## config.mk

```make
export PLATFORM = sky130hd
export DESIGN_NAME = serial_adder
export DESIGN_NICKNAME = d
export VERILOG_FILES = /design/src/rtl/serial_adder.sv
export SDC_FILE = /design/constraint.sdc
export NUM_CORES = 1
export LEC_CHECK = 0
export CAP_MARGIN = 20
export CORE_MARGIN = 3
export CORE_UTILIZATION = 62
export CTS_CLUSTER_SIZE = 10
export DETAILED_ROUTE_END_ITERATION = 12
export DONT_BUFFER_PORTS = 1
export PLACE_DENSITY = 0.83
export SLEW_MARGIN = 10
export SYNTH_ARGS = -nofsm -noshare
export SYNTH_HDL_FRONTEND = slang
export SYNTH_SLANG_ARGS = --single-unit
```

## constraint.sdc

```tcl
create_clock -name clk -period 1.96 [get_ports clk]
set_input_delay 0.196 -clock clk [delete_from_list [all_inputs] [get_ports clk]]
set_output_delay 0.196 -clock clk [all_outputs]
set_load 0.03 [all_outputs]
```

## src/rtl/serial_adder.sv

```systemverilog
// serial_adder -- multi-cycle unsigned adder that consumes CHUNK bits per cycle.
//
// Computes {carry, sum} = a + b + cin (mod 2^(WIDTH+1)) by walking the operands
// LSB-first, CHUNK bits per ADD cycle, with a running carry between slices.
//
// Parameters
//   WIDTH : operand width, 2..64
//   CHUNK : bits added per cycle, 1..WIDTH, WIDTH % CHUNK == 0
//
// Ports
//   clk, reset_n        : clock (rising edge), asynchronous active-low reset
//   a, b, cin           : operands, captured on in_valid && in_ready
//   in_valid, in_ready  : input handshake; in_ready is high only in IDLE
//   sum, carry          : registered result, updated only when a new result commits
//   out_valid, out_ready: output handshake; result held until out_ready
//   overflow            : signed two's-complement overflow of a+b+cin
//                         (present only when SERIAL_ADDER_OVERFLOW_EN is defined)
//
// Timing: the handshake edge enters ADD; WIDTH/CHUNK ADD cycles follow, then
// DONE. The first DONE cycle loads the output registers, so out_valid rises
// WIDTH/CHUNK+1 edges after the handshake edge.

module serial_adder_chunk #(
    parameter int CHUNK = 2
) (
    input  logic [CHUNK-1:0] a,
    input  logic [CHUNK-1:0] b,
    input  logic             cin,
    output logic [CHUNK-1:0] sum,
    output logic             cout
);
    assign {cout, sum} = {1'b0, a} + {1'b0, b} + {{CHUNK{1'b0}}, cin};
endmodule

module serial_adder #(
    parameter int WIDTH = 8,
    parameter int CHUNK = 2
) (
    input  logic             clk,
    input  logic             reset_n,
    input  logic [WIDTH-1:0] a,
    input  logic [WIDTH-1:0] b,
    input  logic             cin,
    input  logic             in_valid,
    output logic             in_ready,
    output logic [WIDTH-1:0] sum,
    output logic             carry,
    output logic             out_valid,
    input  logic             out_ready
`ifdef SERIAL_ADDER_OVERFLOW_EN
   ,output logic             overflow
`endif
);
    localparam int NCH = WIDTH / CHUNK;
    localparam int CW  = (NCH > 1) ? $clog2(NCH) : 1;
    localparam logic [CW-1:0] LAST = CW'(NCH - 1);

    typedef enum logic [1:0] {IDLE, ADD, DONE} state_t;

    state_t           state;
    logic [WIDTH-1:0] a_q, b_q;   // shift right by CHUNK each ADD cycle
    logic [WIDTH-1:0] acc;        // partial sum, filled from the top down
    logic             c_run;      // carry between slices
    logic [CW-1:0]    cnt;

    logic [CHUNK-1:0] slice_sum;
    logic             slice_cout;
    logic [WIDTH-1:0] slice_ext;

    serial_adder_chunk #(.CHUNK(CHUNK)) u_chunk (
        .a    (a_q[CHUNK-1:0]),
        .b    (b_q[CHUNK-1:0]),
        .cin  (c_run),
        .sum  (slice_sum),
        .cout (slice_cout)
    );

    assign slice_ext = WIDTH'(slice_sum);
    assign in_ready  = (state == IDLE);

`ifdef SERIAL_ADDER_OVERFLOW_EN
    // Signed overflow (carry into MSB != carry out of MSB) is equivalent to
    // equal operand signs with a result sign that differs from them, which
    // only needs the operand MSBs kept from capture time.
    logic a_msb, b_msb;
    logic ovf_next;
    assign ovf_next = (a_msb == b_msb) && (acc[WIDTH-1] != a_msb);
`endif

    always_ff @(posedge clk or negedge reset_n) begin
        if (!reset_n) begin
            state     <= IDLE;
            a_q       <= '0;
            b_q       <= '0;
            acc       <= '0;
            c_run     <= 1'b0;
            cnt       <= '0;
            sum       <= '0;
            carry     <= 1'b0;
            out_valid <= 1'b0;
`ifdef SERIAL_ADDER_OVERFLOW_EN
            a_msb     <= 1'b0;
            b_msb     <= 1'b0;
            overflow  <= 1'b0;
`endif
        end else begin
            case (state)
                IDLE: begin
                    if (in_valid) begin
                        a_q   <= a;
                        b_q   <= b;
                        c_run <= cin;
                        acc   <= '0;
                        cnt   <= '0;
`ifdef SERIAL_ADDER_OVERFLOW_EN
                        a_msb <= a[WIDTH-1];
                        b_msb <= b[WIDTH-1];
`endif
                        state <= ADD;
                    end
                end
                ADD: begin
                    a_q   <= a_q >> CHUNK;
                    b_q   <= b_q >> CHUNK;
                    c_run <= slice_cout;
                    // New slice enters at the top; after NCH cycles the LSB
                    // slice has been shifted down to bit 0.
                    acc   <= (acc >> CHUNK) | (slice_ext << (WIDTH - CHUNK));
                    if (cnt == LAST) begin
                        cnt   <= '0;
                        state <= DONE;
                    end else begin
                        cnt   <= cnt + CW'(1);
                    end
                end
                DONE: begin
                    if (!out_valid) begin
                        sum       <= acc;
                        carry     <= c_run;
                        out_valid <= 1'b1;
`ifdef SERIAL_ADDER_OVERFLOW_EN
                        overflow  <= ovf_next;
`endif
                    end else if (out_ready) begin
                        out_valid <= 1'b0;
                        state     <= IDLE;
                    end
                end
                default: state <= IDLE;
            endcase
        end
    end
endmodule

```

Word-level counts from Yosys, hierarchy flattened:

Index checks and enable logic that the tools add are counted.

* $add $sub $neg: 3
* eq/ne operators: 7
* mux-type cells: 18
* bitwise operators: 2
* reduce and logical (&&, ||, !) cells: 5

Operators by type and width (number)
* case mux 8 bit (2 select lines): 3
* two-way mux 8 bit: 3
* two-way mux 2 bit: 6
* inequality test 2 bit (second input constant): 4
* bitwise OR 6 x 8 -> 8 bit: 1
* case mux 2 bit (3 select lines): 1
* == test 2 bit (second input constant): 2
* case mux 2 bit (2 select lines): 1
* AND reduction 2 bit: 2
* AND reduction 4 bit: 1
* adder 2 x 2 -> 3 bit: 1
* adder 3 x 1 -> 3 bit: 1
* two-way mux 1 bit: 3
* adder 2 x 1 -> 2 bit (second input constant): 1
* == test 2 x 1 -> 1 bit (second input constant): 1
* logical NOT 2 bit: 1
* case mux 1 bit (2 select lines): 1
* nonzero test 2 bit: 1
* inverter 1 bit: 1

* flip-flop bits (word level): 39
* input port bits: 21
* logic and storage cells: 44

Longest topological paths before layout:

Gate-level depths: netlist of run 1.

* depth after elaboration: 4
* gate-level depth with buffers: 4
* mapped depth without buffers: 4

Cells and area by module:

A second synthesis of run 1 with hierarchy kept.

* cells, all modules: 153
* area total of the unflattened synthesis: 1732.9 µm²

Modules (own cells, without submodules)
* serial_adder: instances 1, cells an instance 143, area an instance 1662.8 µm², seq. area each 975.9 µm²
* serial_adder_chunk: instances 1, cells an instance 10, area an instance 70.1 µm², seq. area each 0.0 µm²

Worst setup path after synthesis of run 1:

OpenSTA, ideal clock, no wires.

* path kind: register to register
* start point: register a_q[0]
* end point: register acc[7]
* library setup time: 121 ps
* arrival time: 1430 ps
* data required time: 1839 ps
* slack: 409 ps
* cell stages (with the launch flop): 4
* buffers on the path: 0
* period minus slack after synthesis: 1551 ps
* cell sequence: dfrtp_1 -> fa_1 -> fa_1 -> a22o_1

* cells in the longest elaborated chain, start to end: 4

Ends and longest elaborated chain
* start: declaration: RTL line 61 `logic [WIDTH-1:0] a_q, b_q;`
* start signal: assignment: RTL line 123 `a_q <= a_q >> CHUNK;`
* adder 2 x 2 -> 3 bit: RTL line 32 `assign {cout, sum} = {1'b0, a} + {1'b0, b} + {{CHUNK{1'b0}}, cin};`
* adder 3 x 1 -> 3 bit: RTL line 32
* bitwise OR 6 x 8 -> 8 bit: RTL line 128 `acc <= (acc >> CHUNK) | (slice_ext << (WIDTH - CHUNK));`
* case mux 8 bit (2 select lines): RTL line 107 `case (state)`
* end signal: assignment: RTL line 128
* end: declaration: RTL line 62 `logic [WIDTH-1:0] acc;`

No other way between the ends.
A chain may end at the register's enable or synchronous reset.

Worst setup path after layout of run 1:

* start point: register state[0]
* end point: output port in_ready

* cells in the longest elaborated chain, start to end: 1

Ends and longest elaborated chain
* start: declaration: RTL line 60 `state_t state;`
* start signal: assignment: RTL line 92 `state <= IDLE;`
* start signal: assignment: RTL line 119 `state <= ADD;`
* start signal: assignment: RTL line 131 `state <= DONE;`
* logical NOT 2 bit: RTL line 79 `assign in_ready = (state == IDLE);`
* end: declaration: RTL line 45 `output logic in_ready,`

No other way between the ends.

==> results of run 1 <==
[final timing paths]
path                                 startpoint  cells past startpoint                  to
setup / recovery           state[0]$_DFFE_PN0P_                      3            in_ready
max in group asynchronous               reset_n                      2  a_q[5]$_DFFE_PN0P_
hold / removal                             a[6]                      1  a_q[6]$_DFFE_PN0P_
hold reg to reg              acc[0]$_DFFE_PN0P_                      1  acc[0]$_DFFE_PN0P_
setup reg to reg             a_q[0]$_DFFE_PN0P_                      3  acc[7]$_DFFE_PN0P_
min in group asynchronous               reset_n                      2  acc[2]$_DFFE_PN0P_
[cell usage after synthesis (2+ instances only)]
cell,n,area share (%)
nor4b_2,7,5.2
buf_6,4,2.2
a211oi_2,11,6.8
nand2b_1,4,1.2
nor2b_1,2,0.62
inv_1,15,2.8
a22o_1,12,5.2
buf_4,4,1.5
fa_1,2,2.0
buf_2,3,0.74
nor4b_1,4,1.7
nor3b_2,12,7.4
mux2_4,9,6.7
a222oi_1,2,0.99
dfrtp_1,39,48
a21oi_1,2,0.50
a32o_1,2,0.99
[worst max-delay path, cell delays in order, from the launching register on]
cell,delay (ns)
dfrtp_1,0.66
buf_4,0.33
nor2_4,0.07
buf_4,0.18
[registers in the layout, summed over array words and instances, names as in the netlist]
register   cells
a_q            8
sum            8
state          2
carry          1
b_q            8
acc            8
c_run          1
cnt            2
out_valid      1
[kinds of logic (layout without fill, tap and decap cells)]
group | count (synthesis) | count (layout)
flops | 39 | 39
simple gates | 34 | 34
compound gates | 32 | 32
buf+inv | 27 | 32
mux | 9 | 9
fa+ha+maj | 3 | 3
[metal layers]
| layer | vias to the layer above | share of wire, % |
|---|---|---|
| met5 | - | 0 |
| met4 | 0 | 1.2 |
| met3 | 6 | 6.3 |
| met2 | 32 | 48 |
| met1 | 604 | 44 |
| li1 | 530 | - |
[stage by stage]
stage | cells | utilization (%)
finish | 193 | 70.1
global route | 193 | 70.1
CTS | 193 | 70.1
detailed placement | 181 | 65.2
global placement | 181 | 65.2
floorplan | 144 | -
[cell type report]
cell class,instances,area [sq um]
inverters,15,56.3
clock buffers,6,41.3
flip-flops and latches,39,976
repair buffers,9,87.6
multi-input cells,78,882
well taps,44,55.1
clock inverters,2,60.1
fillers,222,920
[power breakdown]
| group | leakage, nW | switching [W] | internal, W |
|---|---|---|---|
| registers | 0.476 | 0.000524 | 0.00118 |
| clock network | 0.0525 | 0.000262 | 0.000398 |
| logic | 0.403 | 0.000742 | 0.000792 |
[what timing repair did]
action,CTS,global route
gates resized for setup,0,0
hold buffers,4,0
hold endpoints to repair,42,0
==> results_dict.tcl, run 1 <==
set metrics [dict create \
    setup.worst_path.start_class "register" \
    clock_tree_from_tritoncts "built" \
    worstSkewPairLatency_ns 0.35 \
    period_needed_ns 1.79 \
    drt_pre_antenna_iters 4 \
    drive_gt1_share_pct 36.2 \
    slew_violations 0 \
    design.final.nets 172 \
    globalRoute.totalOverflow 0 \
    dpl_cell_area_sq_mm 0.00201 \
    power_density_mw_per_mm2 1810 \
    cts_max_level 2 \
    number_of_antenna_violations_at_the_first_check_in_global_routing 0 \
    dp_hpwl_um 2220 \
    hold_slack_ns 0.0154 \
    global_route.usage.met3_pct 6.77 \
    grt-busiest-layer "met2" \
    yosysUniqueCellTypes 27 \
    timing.setup.tns_ns 0 \
    synth_compound_gate_area_share_pct 16.3 \
    slew-limit-headroom_pct 48.7 \
    detailedPlace.worstSlack_ns 0.342 \
    clock_root_buffer_master "clkbuf_4" \
    synth_xor_area_share_pct 0 \
    postRouteAntennaNets 0 \
    fin_area_sq_mm 0.00216 \
    cts.path.max_buffers 2 \
    cts.repair_timing.setup_buffer_count 0 \
    grt.met2_usage_pct 31.5 \
    worst-r2r-setup-slack_ns 0.34 \
    max_slew.worst_pin.slew_ns 0.768 \
    seq_area_frac_synth_pct 48.3 \
    synth_top_family_by_area "simple AND/OR/NAND/NOR gates" \
    finalPower_w 0.00390 \
    synth_enable_flop_cells 0 \
    initialDrtViolationCount 76 \
    synthCells 144 \
    floorplan.core_area_sq_mm 0.00308 \
    clk_pin_slew_ns 0.11 \
    largest_net_degree_at_the_start_of_global_routing 40 \
    relative_area_change_from_synthesis_to_final_layout_pct 6.88 \
    crit_arrival_ns 1.59 \
    critical_path.max_fanout 19 \
    ys_async_sr_fraction_pct 100 \
    cp-end-kind "output pin" \
    drc 0 \
    design.die.area_sq_mm 0.00398 \
    per_cell_routed_wire_length_um 17.6 \
    fin_ws_ns 0.174 \
    final_cycle_utilization_of_the_critical_path_pct 91.1 \
    drt_wl_total_um 3390 \
    number_of_buffers_created_by_cts 5 \
    rsz0062_at_grt "no" \
    synth_fa_ha_area_share_pct 2.60 \
    finalHoldViolCount 0 \
    syn_area_per_cell_sq_um 14.0 \
    clock-sinks 39 \
    dieHeight_um 63.1 \
    multiplexer_fraction_of_the_synthesized_cell_area_pct 6.69 \
    finalSetupViolations 0 \
    leakagePower_nw 0.931 \
    grt.met1_usage_pct 23.7 \
    ios 32 \
    synth_top_flop_cell "dfrtp_1" \
    synth-seq-cells 39 \
    maxCapViolCount 0 \
    grtUsageTotal_pct 19.2 \
    die_w_um 63.1 \
    fmaxAchievable_ghz 0.560 \
    grt_pass1_vias 1250 \
    timing_worst_setup_path_type "reg -> out" \
    row_count 20 \
    diodes 0 \
    ys.warnings.count 0 \
    num_vias 1172 \
    postSynthNetCount 168 \
    grt_first_pass_wirelength_um 6030 \
    starting_density_of_the_core_pct 65.6 \
    skew_ns 0.0112 \
    detail_route.vias_per_cell 6.07 \
    place_congestion 0.726 \
    top_library_cells_by_usage_in_the_layout_fill_and_taps_aside "dfrtp_1, inv_1, nor3b_2, a22o_1, a211oi_2" \
    yosys.area_share.simple_pct 18.1 \
    power.ir.vdd_worst_mv 0.942 \
    run_status "finished, final reports clean" \
    synth.cell_area_sq_mm 0.00202 \
    critical_path_required_ns 1.76 \
    layout_commonest_cell "dfrtp_1" \
    worst_hold_path_type "in -> reg" \
    portBuffers 0 \
]
No activity file was read; power rests on OpenSTA's default activity.
==> run 2: changes to the inputs <==
--- a/config.mk
+++ b/config.mk
@@ -5,13 +5,14 @@
 export SDC_FILE = /design/constraint.sdc
 export NUM_CORES = 1
 export LEC_CHECK = 0
-export CAP_MARGIN = 20
+export CAP_MARGIN = 30
 export CORE_MARGIN = 3
 export CORE_UTILIZATION = 62
 export CTS_CLUSTER_SIZE = 10
 export DETAILED_ROUTE_END_ITERATION = 12
 export DONT_BUFFER_PORTS = 1
 export PLACE_DENSITY = 0.83
+export SKIP_CTS_REPAIR_TIMING = 1
 export SLEW_MARGIN = 10
 export SYNTH_ARGS = -nofsm -noshare
 export SYNTH_HDL_FRONTEND = slang
==> run 2 against run 1 <==
Via count down 0.68%. First-iteration DRC count increased by 12%. Critical path depth stayed put. Sequential share of layout area grew 0.21 points. Fmax grew 0.83%. Total power decreased by 0.21%. Cell count is 0.52% lower. Count of clock-buffer cells in the layout unchanged. Cell area shrank 0.46%. Clock skew about the same. Non-clock buffer count decreased by 1. Worst setup slack better by 0.015 ns.
==> results_dict.tcl, run 2 (synthesis gave the netlist of run 1 again) <==
set metrics [dict create \
    largest_net_degree_at_the_start_of_global_routing 40 \
    design.final.nets 171 \
    max_slew.worst_pin.slew_ns 0.756 \
    design.die.area_sq_mm 0.00398 \
    cts.path.max_buffers 2 \
    timing.hold.worst_endpoint "b_q[6]$_DFFE_PN0P_" \
    floorplan.core_area_sq_mm 0.00308 \
    drive_gt1_share_pct 36.5 \
    top_library_cells_by_usage_in_the_layout_fill_and_taps_aside "dfrtp_1, inv_1, nor3b_2, a22o_1, a211oi_2" \
    maxCapViolCount 0 \
    holdCritStartpoint "b[6]" \
    slew_violations 0 \
    period_needed_ns 1.77 \
    grt.met2_usage_pct 30.6 \
    finalHoldViolCount 0 \
    number_of_buffers_created_by_cts 5 \
    clk_pin_slew_ns 0.11 \
    skew_ns 0.0112 \
    clock-sinks 39 \
    grtUsageTotal_pct 18.5 \
    detail_route.vias_per_cell 6.06 \
    finalSetupViolations 0 \
    num_vias 1164 \
    number_of_antenna_violations_at_the_first_check_in_global_routing 0 \
    final_cycle_utilization_of_the_critical_path_pct 90.4 \
    timing_worst_setup_path_type "reg -> out" \
    grt_pass1_vias 1219 \
    leakagePower_nw 0.927 \
    clock_tree_from_tritoncts "built" \
    critical_path_required_ns 1.76 \
    holdPathStages 2 \
    portBuffers 0 \
    die_w_um 63.1 \
    worst_r2r_endpoint "acc[7]$_DFFE_PN0P_" \
    fmaxAchievable_ghz 0.564 \
    grt.met1_usage_pct 22.4 \
    dieHeight_um 63.1 \
    grt_first_pass_wirelength_um 5820 \
    power.ir.vdd_worst_mv 0.934 \
    cp-end-kind "output pin" \
    globalRoute.totalOverflow 0 \
    relative_area_change_from_synthesis_to_final_layout_pct 6.38 \
    timing.reg2reg.worst_path_depth 3 \
    worst_hold_path_type "in -> reg" \
    run_status "finished, final reports clean" \
    place_congestion 0.726 \
    per_cell_routed_wire_length_um 17.5 \
    rsz0062_at_grt "no" \
    drt_wl_total_um 3360 \
    setup.worst_path.start_class "register" \
    grt-busiest-layer "met2" \
    postRouteAntennaNets 0 \
    drc 0 \
    diodes 0 \
    fin_area_sq_mm 0.00215 \
    clock_root_buffer_master "clkbuf_4" \
    row_count 20 \
    worstReg2RegStart "a_q[0]$_DFFE_PN0P_" \
    global_route.usage.met3_pct 7.13 \
    dp_hpwl_um 2220 \
    critical_path.max_fanout 19 \
    initialDrtViolationCount 85 \
    fillerInstances 229 \
    crit_arrival_ns 1.58 \
    dpl_cell_area_sq_mm 0.00201 \
    layout_commonest_cell "dfrtp_1" \
    cts_max_level 2 \
    power_density_mw_per_mm2 1810 \
    starting_density_of_the_core_pct 65.6 \
    timing.setup.tns_ns 0 \
    worst-r2r-setup-slack_ns 0.34 \
    slew-limit-headroom_pct 49.5 \
    worstSkewPairLatency_ns 0.34 \
    ios 32 \
    drt_pre_antenna_iters 4 \
]
[run 2: worst max-delay path: stages (launching register included)]
cell	delay [ns]
dfrtp_1	0.65
buf_4	0.33
nor2_4	0.08
buf_4	0.18
[run 2: metal layers]
metal	vias up	routed length, um
li1	531	-
met4	0	42
met1	599	1470
met3	5	200
met2	29	1640
met5	-	0
[run 2: how the worst max path moves through the flow]
| stage | from | endpoint | slack, ns | depth (start not counted) |
|---|---|---|---|---|
| 3_3_place_gp | a_q[0]$_DFFE_PN0P_ | acc[7]$_DFFE_PN0P_ | 0.40 | 3 |
| 5_1_grt | state[0]$_DFFE_PN0P_ | in_ready | 0.08 | 3 |
| 6_report | state[0]$_DFFE_PN0P_ | in_ready | 0.19 | 3 |
| 2_1_floorplan | a_q[0]$_DFFE_PN0P_ | acc[7]$_DFFE_PN0P_ | 0.41 | 3 |
| 3_5_place_dp | a_q[0]$_DFFE_PN0P_ | acc[7]$_DFFE_PN0P_ | 0.34 | 3 |
| 4_1_cts | state[0]$_DFFE_PN0P_ | in_ready | 0.18 | 3 |
[run 2: power breakdown]
part	total (W)	internal, W	switching, W
Clock	0.000653	0.000398	0.000255
Sequential	0.00171	0.00118	0.000523
Combinational	0.00153	0.000791	0.000743
[run 2: cell type report]
class	instances	area, sq um	area share, %
Inverter	15	56.3	2.62
Multi-Input combinational cell	78	882	41.1
Clock inverter	2	60.1	2.80
Tap cell	44	55.1	2.56
Timing Repair Buffer	8	77.6	3.61
Sequential cell	39	976	45.4
Clock buffer	6	41.3	1.92
[run 2: per-stage QoR]
step | util (%) | hold WS (ns) | setup WS [ns] | cells | total power [W]
detailed placement | 65.2 | -0.0988 | 0.342 | 181 | 0.00325
CTS | 68.5 | -0.486 | 0.178 | 189 | 0.00391
global placement | 65.2 | -0.0988 | 0.396 | 181 | 0.00314
global route | 69.8 | 0.00369 | 0.0805 | 192 | 0.00416
finish | 69.8 | 0.00418 | 0.188 | 192 | 0.00389
floorplan | - | -0.0996 | 0.409 | 144 | 0.00307
==> run 3: changes to the inputs <==
--- a/config.mk
+++ b/config.mk
@@ -7,11 +7,12 @@
 export LEC_CHECK = 0
 export CAP_MARGIN = 30
 export CORE_MARGIN = 3
-export CORE_UTILIZATION = 62
+export CORE_UTILIZATION = 65
+export CTS_BUF_LIST = sky130_fd_sc_hd__clkbuf_4
 export CTS_CLUSTER_SIZE = 10
 export DETAILED_ROUTE_END_ITERATION = 12
 export DONT_BUFFER_PORTS = 1
-export PLACE_DENSITY = 0.83
+export PLACE_DENSITY = 0.86
 export SKIP_CTS_REPAIR_TIMING = 1
 export SLEW_MARGIN = 10
 export SYNTH_ARGS = -nofsm -noshare
==> run 3 against run 2 <==
Worst setup slack worse by 0.0017 ns. Worst hold slack improved by 0.014 ns. Total power decreased by 7.7%. Critical path depth unchanged. Count of clock-buffer cells in the layout is 1 lower. Via count fell by 2.7%.
==> results_dict.tcl, run 3 (synthesis gave the netlist of run 1 again) <==
set metrics [dict create \
    power.ir.vdd_worst_mv 1.03 \
    worstReg2RegStart "state[0]$_DFFE_PN0P_" \
    drt_wl_total_um 3350 \
    slew_violations 0 \
    relative_area_change_from_synthesis_to_final_layout_pct 2.85 \
    fillerInstances 204 \
    max_slew.worst_pin.slew_ns 0.735 \
    portBuffers 0 \
    timing.reg2reg.worst_path_depth 2 \
    place_congestion 0.743 \
    worstSkewPairLatency_ns 0.33 \
    final_cycle_utilization_of_the_critical_path_pct 90.5 \
    crit_top_cell "buf_4" \
    period_needed_ns 1.77 \
    setup.worst_path.start_class "register" \
    finalHoldViolCount 0 \
    cp_cell_sequence "buf_4 -> nor2_4 -> buf_4" \
    final-seq-area_sq_um 976 \
    largest_net_degree_at_the_start_of_global_routing 40 \
    drc 0 \
    dp_hpwl_um 2310 \
    top_library_cells_by_usage_in_the_layout_fill_and_taps_aside "dfrtp_1, inv_1, nor3b_2, a22o_1, a211oi_2" \
    detail_route.vias_per_cell 6.37 \
    cp-end-kind "output pin" \
    worst_hold_path_type "in -> reg" \
    cp.buffers_inverters 2 \
    clock_tree_from_tritoncts "built" \
    timing.setup.tns_ns 0 \
    design.final.nets 171 \
    cpPeakStageDelay_ns 0.67 \
    starting_density_of_the_core_pct 70.8 \
    worst-r2r-setup-slack_ns 0.34 \
    num_vias 1133 \
    globalRoute.totalOverflow 0 \
    grt_first_pass_wirelength_um 5390 \
    critical_path.max_fanout 19 \
    timing.hold.worst_endpoint "b_q[6]$_DFFE_PN0P_" \
    layout_commonest_cell "dfrtp_1" \
    number_of_buffers_created_by_cts 5 \
    leakagePower_nw 0.903 \
    finalSetupViolations 0 \
    grtUsageTotal_pct 20.1 \
    run_status "finished, final reports clean" \
    slew-limit-headroom_pct 50.9 \
    postRouteAntennaNets 0 \
    worst_r2r_endpoint "c_run$_DFFE_PN0P_" \
    crit_path_top_delay_cell "dfrtp_1" \
    per_cell_routed_wire_length_um 18.8 \
    worst_path_dominant_cell_family "flip-flops" \
    holdCritStartpoint "b[6]" \
    design.die.area_sq_mm 0.00381 \
    stdcell_count 178 \
    floorplan.core_area_sq_mm 0.00285 \
    number_of_antenna_violations_at_the_first_check_in_global_routing 0 \
    grt.met1_usage_pct 24.0 \
    dieHeight_um 61.7 \
    maxCapViolCount 0 \
    clk_pin_slew_ns 0.10 \
    drive_gt1_share_pct 36.1 \
    holdPathStages 2 \
    cts.path.max_buffers 2 \
    drt_pre_antenna_iters 4 \
    row_count 19 \
    grt-busiest-layer "met2" \
    grt_pass1_vias 1177 \
    global_route.usage.met3_pct 5.17 \
    clock-sinks 39 \
    critical_path_required_ns 1.76 \
    rsz0062_at_grt "no" \
    crit_arrival_ns 1.58 \
    clock_root_buffer_master "clkbuf_4" \
    initialDrtViolationCount 88 \
    hold_slack_ns 0.0177 \
    grt.met2_usage_pct 33.5 \
    fmaxAchievable_ghz 0.564 \
    diodes 0 \
    die_w_um 61.7 \
    multi_input_comb_area_sq_um 882 \
    timing_worst_setup_path_type "reg -> out" \
    ios 32 \
    power_density_mw_per_mm2 1730 \
    cts_max_level 2 \
    skew_ns 0.00340 \
    placed_cells 168 \
]
==> run 3: cell count changes in the layout (fill, tap and decap cells not counted), sizes merged <==
cell,before,now
bufinv,2,0
clkinv,0,2
clkbuf,6,5
==> run 3: worst max path at each step <==
stage,startpoint,depth (start not counted),slack (ns),end
6_report,state[0]$_DFFE_PN0P_,3,0.19,in_ready
5_1_grt,state[0]$_DFFE_PN0P_,3,0.07,in_ready
4_1_cts,state[0]$_DFFE_PN0P_,3,0.18,in_ready
3_5_place_dp,state[0]$_DFFE_PN0P_,2,0.34,c_run$_DFFE_PN0P_
3_3_place_gp,a_q[0]$_DFFE_PN0P_,3,0.40,acc[7]$_DFFE_PN0P_
2_1_floorplan,a_q[0]$_DFFE_PN0P_,3,0.41,acc[7]$_DFFE_PN0P_
==> run 3: stage by stage <==
step	worst slack [ns]	area (sq um)	total power (W)	util (%)
2_1_floorplan	0.409	2020	0.00307	-
4_1_cts	0.181	2040	0.00361	71.4
3_3_place_gp	0.397	1990	0.00315	69.8
5_1_grt	0.0652	2080	0.00388	72.8
6_report	0.187	2080	0.00359	72.8
3_5_place_dp	0.341	1990	0.00325	69.8
==> run 3: cell type report <==
| type | count | share of cell area [%] |
|---|---|---|
| Sequential cell | 39 | 47.0 |
| Multi-Input combinational cell | 78 | 42.5 |
| Timing Repair Buffer | 8 | 3.73 |
| Inverter | 15 | 2.71 |
| Tap cell | 31 | 1.87 |
| Clock buffer | 5 | 1.81 |
| Clock inverter | 2 | 0.422 |
==> run 3: where the power goes <==
group	total [W]	switching (W)	internal, W
combinational	0.00152	0.000726	0.000791
sequential	0.00172	0.000532	0.00118
clock	0.000362	0.000235	0.000127
total	0.00359	0.00149	0.00210
==> run 3: routing by layer <==
layer	part of all wire, %	wire, um
met1	43	1440
met2	52	1730
met3	4.0	134
met4	1.4	48
met5	0	0
==> run 3: worst register-to-register path, cell delays in order (launching register included) <==
cell,delay [ns]
dfrtp_1,0.57
o21bai_4,0.68
a222oi_1,0.20
